`config.mk`:
```
export PLATFORM = sky130hd
export DESIGN_NAME = pcie_dllp_scheduler
export DESIGN_NICKNAME = d
export VERILOG_FILES = /design/src/rtl/pcie_dllp_scheduler_pkg.sv /design/src/rtl/pcie_dllp_scheduler_crc16.sv /design/src/rtl/pcie_dllp_scheduler.sv
export SDC_FILE = /design/constraint.sdc
export NUM_CORES = 1
export LEC_CHECK = 0
export CORE_UTILIZATION = 52
export DETAILED_ROUTE_END_ITERATION = 10
export PLACE_DENSITY = 0.81
export SETUP_SLACK_MARGIN = 0.02
export SYNTH_ARGS = -nofsm -noshare
export SYNTH_HDL_FRONTEND = slang
export SYNTH_SLANG_ARGS = --single-unit
export TNS_END_PERCENT = 30
```
`constraint.sdc`:
```
create_clock -name clk -period 7.5 [get_ports clk]
set_clock_uncertainty 0.15 [all_clocks]
set_input_delay 1.5 -clock clk [delete_from_list [all_inputs] [get_ports clk]]
set_output_delay 1.5 -clock clk [all_outputs]
set_load 0.01 [all_outputs]
```
`src/rtl/pcie_dllp_scheduler_pkg.sv`:
```
// Shared DLLP definitions for the DLL TX scheduler: DLLP type codes, FC types,
// the 48-bit DLLP layout and scheduler state/source encodings.
package pcie_dllp_scheduler_pkg;

  localparam logic [7:0] DLLP_ACK       = 8'h00;
  localparam logic [7:0] DLLP_NAK       = 8'h10;
  localparam logic [7:0] DLLP_UPDFC_P   = 8'h80;
  localparam logic [7:0] DLLP_UPDFC_NP  = 8'h90;
  localparam logic [7:0] DLLP_UPDFC_CPL = 8'hA0;

  localparam logic [15:0] CRC16_POLY = 16'h100B;
  localparam logic [15:0] CRC16_SEED = 16'hFFFF;

  typedef enum logic [1:0] {
    FC_P    = 2'd0,
    FC_NP   = 2'd1,
    FC_CPL  = 2'd2,
    FC_RSVD = 2'd3
  } fc_type_e;

  typedef struct packed {
    logic [7:0]  dtype;
    logic [7:0]  b1;
    logic [7:0]  b2;
    logic [7:0]  b3;
    logic [15:0] crc;
  } dllp_t;

  typedef enum logic {
    ST_IDLE,
    ST_HOLD
  } sched_state_e;

  typedef enum logic [1:0] {
    SRC_NONE,
    SRC_NAK,
    SRC_ACK,
    SRC_FC
  } src_e;

  function automatic logic [7:0] fc_dtype(fc_type_e t);
    case (t)
      FC_P:    return DLLP_UPDFC_P;
      FC_NP:   return DLLP_UPDFC_NP;
      default: return DLLP_UPDFC_CPL;
    endcase
  endfunction

  function automatic fc_type_e next_fc(fc_type_e t);
    case (t)
      FC_P:    return FC_NP;
      FC_NP:   return FC_CPL;
      default: return FC_P;
    endcase
  endfunction

endpackage

```
`src/rtl/pcie_dllp_scheduler_crc16.sv`:
```
// Combinational DLLP CRC16 over the 4 header bytes: byte0 first, each byte
// LSB first, complemented result.
module crc16_dllp
  import pcie_dllp_scheduler_pkg::*;
(
  input  logic [31:0] data,
  output logic [15:0] crc
);

  logic [15:0] c;
  logic [31:0] msg;
  logic [7:0]  byte_v;
  logic        fb;

  always_comb begin
    c      = CRC16_SEED;
    msg    = data;
    byte_v = '0;
    fb     = 1'b0;
    for (int unsigned b = 0; b < 4; b++) begin
      byte_v = msg[31:24];
      msg    = msg << 8;
      for (int unsigned k = 0; k < 8; k++) begin
        fb     = c[15] ^ byte_v[0];
        byte_v = byte_v >> 1;
        c      = {c[14:0], 1'b0} ^ (fb ? CRC16_POLY : '0);
      end
    end
    crc = ~c;
  end

endmodule

```
`src/rtl/pcie_dllp_scheduler.sv`:
```
// VC0 DLLP scheduler: coalesces Ack/Nak/UpdateFC requests, applies ack-latency
// and FC-refresh timers, and presents one CRC-protected DLLP at a time.
module pcie_dllp_scheduler
  import pcie_dllp_scheduler_pkg::*;
#(
  parameter int unsigned ACK_TIMER_CYCLES  = 64,
  parameter int unsigned ACK_COALESCE      = 4,
  parameter int unsigned FC_REFRESH_CYCLES = 1024
) (
  input  logic        clk,
  input  logic        rst,
  input  logic        ack_req_i,
  input  logic [11:0] ack_seq_i,
  input  logic        nak_req_i,
  input  logic [11:0] nak_seq_i,
  input  logic        fc_upd_req_i,
  input  logic [1:0]  fc_type_i,
  input  logic [7:0]  fc_hdr_i,
  input  logic [11:0] fc_data_i,
  output logic        dllp_valid_o,
  output logic [47:0] dllp_o,
  input  logic        dllp_ready_i
);

  localparam int unsigned ACK_TW = $clog2(ACK_TIMER_CYCLES + 1);
  localparam int unsigned REF_TW = (FC_REFRESH_CYCLES > 2) ? $clog2(FC_REFRESH_CYCLES) : 1;
  localparam logic [ACK_TW-1:0] ACK_TMAX = ACK_TW'(ACK_TIMER_CYCLES - 1);
  localparam logic [REF_TW-1:0] REF_MAX  = REF_TW'(FC_REFRESH_CYCLES - 1);

  sched_state_e state, state_d;
  dllp_t        dllp_q;

  logic              ack_pend;
  logic [11:0]       ack_seq;
  logic [2:0]        ack_cnt;
  logic [ACK_TW-1:0] ack_tmr;
  logic              nak_pend;
  logic [11:0]       nak_seq;
  logic [2:0]        fc_pend;
  logic [7:0]        fc_hdr  [3];
  logic [11:0]       fc_data [3];
  logic [REF_TW-1:0] ref_tmr;
  fc_type_e          rr_ptr;

  logic        ack_due, ref_wrap, load;
  logic        take_nak, take_ack, take_fc;
  fc_type_e    fc_c0, fc_c1, fc_c2, fc_sel;
  src_e        win_src;
  logic [31:0] win_payload;
  logic [15:0] win_crc;

  assign ack_due  = ack_pend && ((ack_tmr == ACK_TMAX) || (32'(ack_cnt) >= ACK_COALESCE));
  assign ref_wrap = (ref_tmr == REF_MAX);

  // Round-robin search starts at rr_ptr, which always names the type after the last one sent.
  always_comb begin
    fc_c0  = rr_ptr;
    fc_c1  = next_fc(fc_c0);
    fc_c2  = next_fc(fc_c1);
    fc_sel = fc_c0;
    if (fc_pend[fc_c0])      fc_sel = fc_c0;
    else if (fc_pend[fc_c1]) fc_sel = fc_c1;
    else if (fc_pend[fc_c2]) fc_sel = fc_c2;
  end

  always_comb begin
    win_src     = SRC_NONE;
    win_payload = '0;
    if (nak_pend) begin
      win_src     = SRC_NAK;
      win_payload = {DLLP_NAK, 8'h00, 4'h0, nak_seq};
    end else if (ack_due) begin
      win_src     = SRC_ACK;
      win_payload = {DLLP_ACK, 8'h00, 4'h0, ack_seq};
    end else if (|fc_pend) begin
      win_src     = SRC_FC;
      win_payload = {fc_dtype(fc_sel), 2'b00, fc_hdr[fc_sel][7:2],
                     fc_hdr[fc_sel][1:0], 2'b00, fc_data[fc_sel][11:8],
                     fc_data[fc_sel][7:0]};
    end
  end

  crc16_dllp u_crc (
    .data (win_payload),
    .crc  (win_crc)
  );

  always_comb begin
    state_d = state;
    load    = 1'b0;
    case (state)
      ST_IDLE: begin
        if (win_src != SRC_NONE) begin
          load    = 1'b1;
          state_d = ST_HOLD;
        end
      end
      ST_HOLD: begin
        if (dllp_ready_i) begin
          if (win_src != SRC_NONE) load = 1'b1;
          else                     state_d = ST_IDLE;
        end
      end
      default: state_d = ST_IDLE;
    endcase
  end

  assign take_nak = load && (win_src == SRC_NAK);
  assign take_ack = load && (win_src == SRC_ACK);
  assign take_fc  = load && (win_src == SRC_FC);

  always_ff @(posedge clk or posedge rst) begin
    if (rst) begin
      state  <= ST_IDLE;
      dllp_q <= '0;
    end else begin
      state <= state_d;
      if (load) dllp_q <= {win_payload, win_crc};
    end
  end

  // A same-cycle load counts as the slot emptying, so a new request restarts count and timer.
  always_ff @(posedge clk or posedge rst) begin
    if (rst) begin
      ack_pend <= 1'b0;
      ack_seq  <= '0;
      ack_cnt  <= '0;
      ack_tmr  <= '0;
    end else if (nak_req_i) begin
      ack_pend <= 1'b0;
      ack_cnt  <= '0;
      ack_tmr  <= '0;
    end else if (ack_req_i) begin
      ack_pend <= 1'b1;
      ack_seq  <= ack_seq_i;
      if (!ack_pend || take_ack) begin
        ack_cnt <= 3'd1;
        ack_tmr <= '0;
      end else begin
        if (ack_cnt != 3'd7)     ack_cnt <= ack_cnt + 3'd1;
        if (ack_tmr != ACK_TMAX) ack_tmr <= ack_tmr + 1'b1;
      end
    end else if (take_ack) begin
      ack_pend <= 1'b0;
      ack_cnt  <= '0;
      ack_tmr  <= '0;
    end else if (ack_pend && (ack_tmr != ACK_TMAX)) begin
      ack_tmr <= ack_tmr + 1'b1;
    end
  end

  always_ff @(posedge clk or posedge rst) begin
    if (rst) begin
      nak_pend <= 1'b0;
      nak_seq  <= '0;
    end else if (nak_req_i) begin
      nak_pend <= 1'b1;
      nak_seq  <= nak_seq_i;
    end else if (take_nak) begin
      nak_pend <= 1'b0;
    end
  end

  always_ff @(posedge clk or posedge rst) begin
    if (rst) begin
      fc_pend <= '0;
      ref_tmr <= '0;
      rr_ptr  <= FC_P;
      for (int unsigned i = 0; i < 3; i++) begin
        fc_hdr[2'(i)]  <= '0;
        fc_data[2'(i)] <= '0;
      end
    end else begin
      ref_tmr <= ref_wrap ? '0 : ref_tmr + 1'b1;
      if (take_fc) rr_ptr <= next_fc(fc_sel);
      for (int unsigned i = 0; i < 3; i++) begin
        if (fc_upd_req_i && (fc_type_i == 2'(i))) begin
          fc_pend[2'(i)] <= 1'b1;
          fc_hdr[2'(i)]  <= fc_hdr_i;
          fc_data[2'(i)] <= fc_data_i;
        end else if (ref_wrap) begin
          fc_pend[2'(i)] <= 1'b1;
        end else if (take_fc && (fc_sel == 2'(i))) begin
          fc_pend[2'(i)] <= 1'b0;
        end
      end
    end
  end

  assign dllp_valid_o = (state == ST_HOLD);
  assign dllp_o       = dllp_q;

endmodule
```
==> reports/results.tsv <==
stage	metric	value	unit
critical_path	crit path cell chain	a21boi_0 -> o21ai_1 -> nand2_1 -> a222oi_1 -> xnor2_1 -> xnor2_1 -> a21oi_1 -> xnor3_1 -> xor3_2 -> xnor3_1 -> o21ai_1	
detailed_routing	WL/cell	19.47	um
logic_synthesis	ys flop type	dfrtp_1	
sta	Slew Limit Fails	0	
detailed_routing	DR iter-0 viols	569	
sta	hold slack	0.3238	ns
pwr	clock share of power	0.156	
finish	most frequent cells in the layout	151 x dfrtp_1, 95 x mux2_2, 91 x clkdlybuf4s50_1	
clock_network	CTS H-tree depth	4	
finish	cell area after layout	9144	um2
critical_path	slowest cell on the critical path	a222oi_1	
clock_network	Num CTS Buffers	17	
detailed_routing	Post-route DRC	0	
critical_path	Critical Path Source	fc_c0[1]	
place	DP HPWL	12620	um
finish	share of post-route cells with drive strength above 1	0.1954	
sta	Tcrit/Tclk final	0.6965	
critical_path	crit path DAT	5.42	ns
grt	first-pass GRT wire length	28400	um
grt	pin count of the biggest net entering global routing	83	
critical_path	Reg-to-Reg Start	fc_c0[1]	
clock_network	post-CTS setup buffers	0	
finish	area grow syn2layout	20.55	%
logic_synthesis	Netlist cell types	64	
logic_synthesis	simple-gate share of the synthesized area	0.08232	
pwr	total internal power	3.313	mW
logic_synthesis	Syn Std Cell Area	7585	um2
sta	RSZ-0062 raised after global routing	no	
logic_synthesis	Post-Synth Adder-Cell Area	0.006598	
critical_path	Critical Path Sink Type	flip-flop	
logic_synthesis	post-synthesis mux area share	0.1424	
floorplan	Die Wd	122.8	um
floorplan	Initial Utilization	0.5401	
floorplan	Core Footprint	14040	um2
detailed_routing	via count	5431	
clock_network	CTS max path bufs	2	
pwr	Net Sw Power	2.092	mW
critical_path	startpoint types	flip-flop	
critical_path	Worst path max stage delay	1.28	ns
pwr	Max VDD drop	0.0004855	V
detailed_routing	WL final	17850	um
clock_network	Clk pin slew, worst setup/hold paths	0.06	ns
place	Area after DPL	8556	um2
sta	setup tns final	0	ns
logic_synthesis	Yosys reg bits	151	
place	placer's final routability congestion estimate	0.9020	
floorplan	Ports	101	
clock_network	Root Driver	clkbuf_16	
finish	ANT cells	0	
floorplan	Die Y-Extent	122.8	um
critical_path	Req. time, crit path	7.69	ns
logic_synthesis	largest family of logic cells by synthesized area	multiplexers	
clock_network	Skew-Pair Late Insertion Delay	0.43	ns
sta	Setup Viol. Count Final	0	
floorplan	die footprint	15070	um2
logic_synthesis	YS warnings	0	
run	Max-Cap Viols	0	
pwr	pwr dens	591.1	nW/um2
logic_synthesis	Async S/R FF share, synth	1.000	
grt	gr busiest metal	met2	
sta	Worst Tran Pin Value	1.258	ns
logic_synthesis	Synth Area in XOR/XNOR	0.1176	
place	PortBufs	91	
grt	initial antenna violation count	0	
sta	Final Hold Viols	0	
detailed_routing	Routed Antenna Nets	0	
grt	total gr overflow	0	
clock_network	post-CTS sizing	0	
critical_path	Setup Crit Path Kind	flip-flop to flip-flop	
grt	met3 Usage GRT	0.05158	
pwr	power share of the combinational group	0.627	
detailed_routing	Detailed Routing Iterations Pass 1	6	
grt	met1 usage	0.3232	
pwr	Pleak	3.870	nW
sta	Worst slew margin	0.1611	
grt	number of global-route vias before repair	5485	
logic_synthesis	Compound-Gate Fraction of Synth Area	0.1176	
floorplan	num rows	43	
finish	number of fill cells	1024	
sta	worst setup margin	2.276	ns
pwr	switching fraction of total power	0.3870	
clock_network	hold_buf cts	0	
finish	nets@finish	780	
logic_synthesis	cells after synthesis	650	
detailed_routing	Via-to-Cell Ratio	5.923	
grt	GRT met2 Usage	0.4270	
critical_path	Critical Path Fanout Max	23	
sta	min Tclk post-route	5.224	ns
status	status	finished, final reports clean	
logic_synthesis	Post-synth EDFFs	0	
clock_network	CTS tree	yes	
finish	most common cell after layout, fill and taps aside	dfrtp_1	
pwr	Sequential Power Share	0.218	
grt	GRT Total Usage	0.2551	
hold_path	hold_sp	ref_tmr[6]	
logic_synthesis	sequential area share after synthesis	0.4982	
logic_synthesis	Mapped Avg Cell Area	11.67	um2
sta	max frequency	191.4	MHz
place	pre-CTS setup slack	2.501	ns
clock_network	CTS Sinks	151	
hold_path	Hold Path Class	flip-flop to flip-flop	
-- critical path: cells and delay by family (launching register included) --
family / cells / cell delay (ns)
AO/OA/AOI/OAI: 5 / 2.08
XOR/XNOR: 5 / 1.80
AND/OR/NAND/NOR: 1 / 0.58
flip-flops: 1 / 0.51
-- state kept, by name, indices dropped and copies added, names as in the netlist, 7 cells and up --
register	cells
fc_data	36
nak_seq	12
ack_seq	12
fc_hdr	24
ack_tmr	7
ref_tmr	10
dllp_o	39
-- final timing paths --
kind | to | slack (ns) | depth (start not counted)
min reg2reg | ref_tmr[6] | 0.32 | 1
min | ref_tmr[6] | 0.32 | 1
max | dllp_o[3] | 2.28 | 11
max reg2reg | dllp_o[3] | 2.28 | 11
max in group asynchronous | fc_data[30] | 4.36 | 3
min in group asynchronous | dllp_valid_o | 1.40 | 2
-- synth_stat cells, types with 9 or more instances --
| cell | n | area share |
|---|---|---|
| a21oi_1 | 17 | 0.011 |
| a222oi_1 | 17 | 0.022 |
| buf_4 | 10 | 0.0099 |
| clkbuf_1 | 25 | 0.012 |
| dfrtp_1 | 151 | 0.50 |
| inv_1 | 9 | 0.0045 |
| mux2_2 | 95 | 0.14 |
| nand2_1 | 65 | 0.032 |
| nand3_1 | 12 | 0.0079 |
| nor2_1 | 36 | 0.018 |
| o21ai_0 | 24 | 0.016 |
| o31ai_1 | 12 | 0.012 |
| xnor2_1 | 47 | 0.054 |
| xnor3_1 | 10 | 0.030 |
| xor2_1 | 19 | 0.022 |
-- layer usage --
metal,part of all wire,up-vias
li1,-,2459
met3,0.057,33
met1,0.41,2730
met2,0.51,209
met4,0.028,0
met5,0,-
-- cell families after synthesis --
family          after synthesis
other cells                   1
compound gates              121
buf+inv                      56
xor+xnor                     80
simple gates                141
flops                       151
fa+ha+maj                     4
mux                          96
-- per-stage QoR --
stage          std cells  total power, mW    util
2_1_floorplan        658            3.767       -
4_1_cts              917            5.396  0.6512
5_1_grt              917            5.702  0.6512
3_3_place_gp         885            4.416  0.6093
6_report             917            5.405  0.6512
3_5_place_dp         885            4.524  0.6093
-- power groups by stage --
stage	Sequential [mW]	Clock, mW	Combinational, mW
finish	1.18	0.842	3.39
CTS	1.17	0.856	3.37
detailed placement	1.18	0	3.34
floorplan	1.16	0	2.60
global placement	1.17	0	3.25
global route	1.20	0.888	3.62
-- area by class of cell --
type | count | area [um2] | share of cell area
Multi-Input combinational cell | 451 | 3580 | 0.3915
Timing Repair Buffer | 94 | 933.4 | 0.1021
Clock buffer | 25 | 495.5 | 0.05419
Inverter | 9 | 38.79 | 0.004242
Sequential cell | 151 | 3779 | 0.4132
Clock inverter | 7 | 92.59 | 0.01013
Tap cell | 180 | 225.2 | 0.02463
No activity file was read; power rests on OpenSTA's default activity.
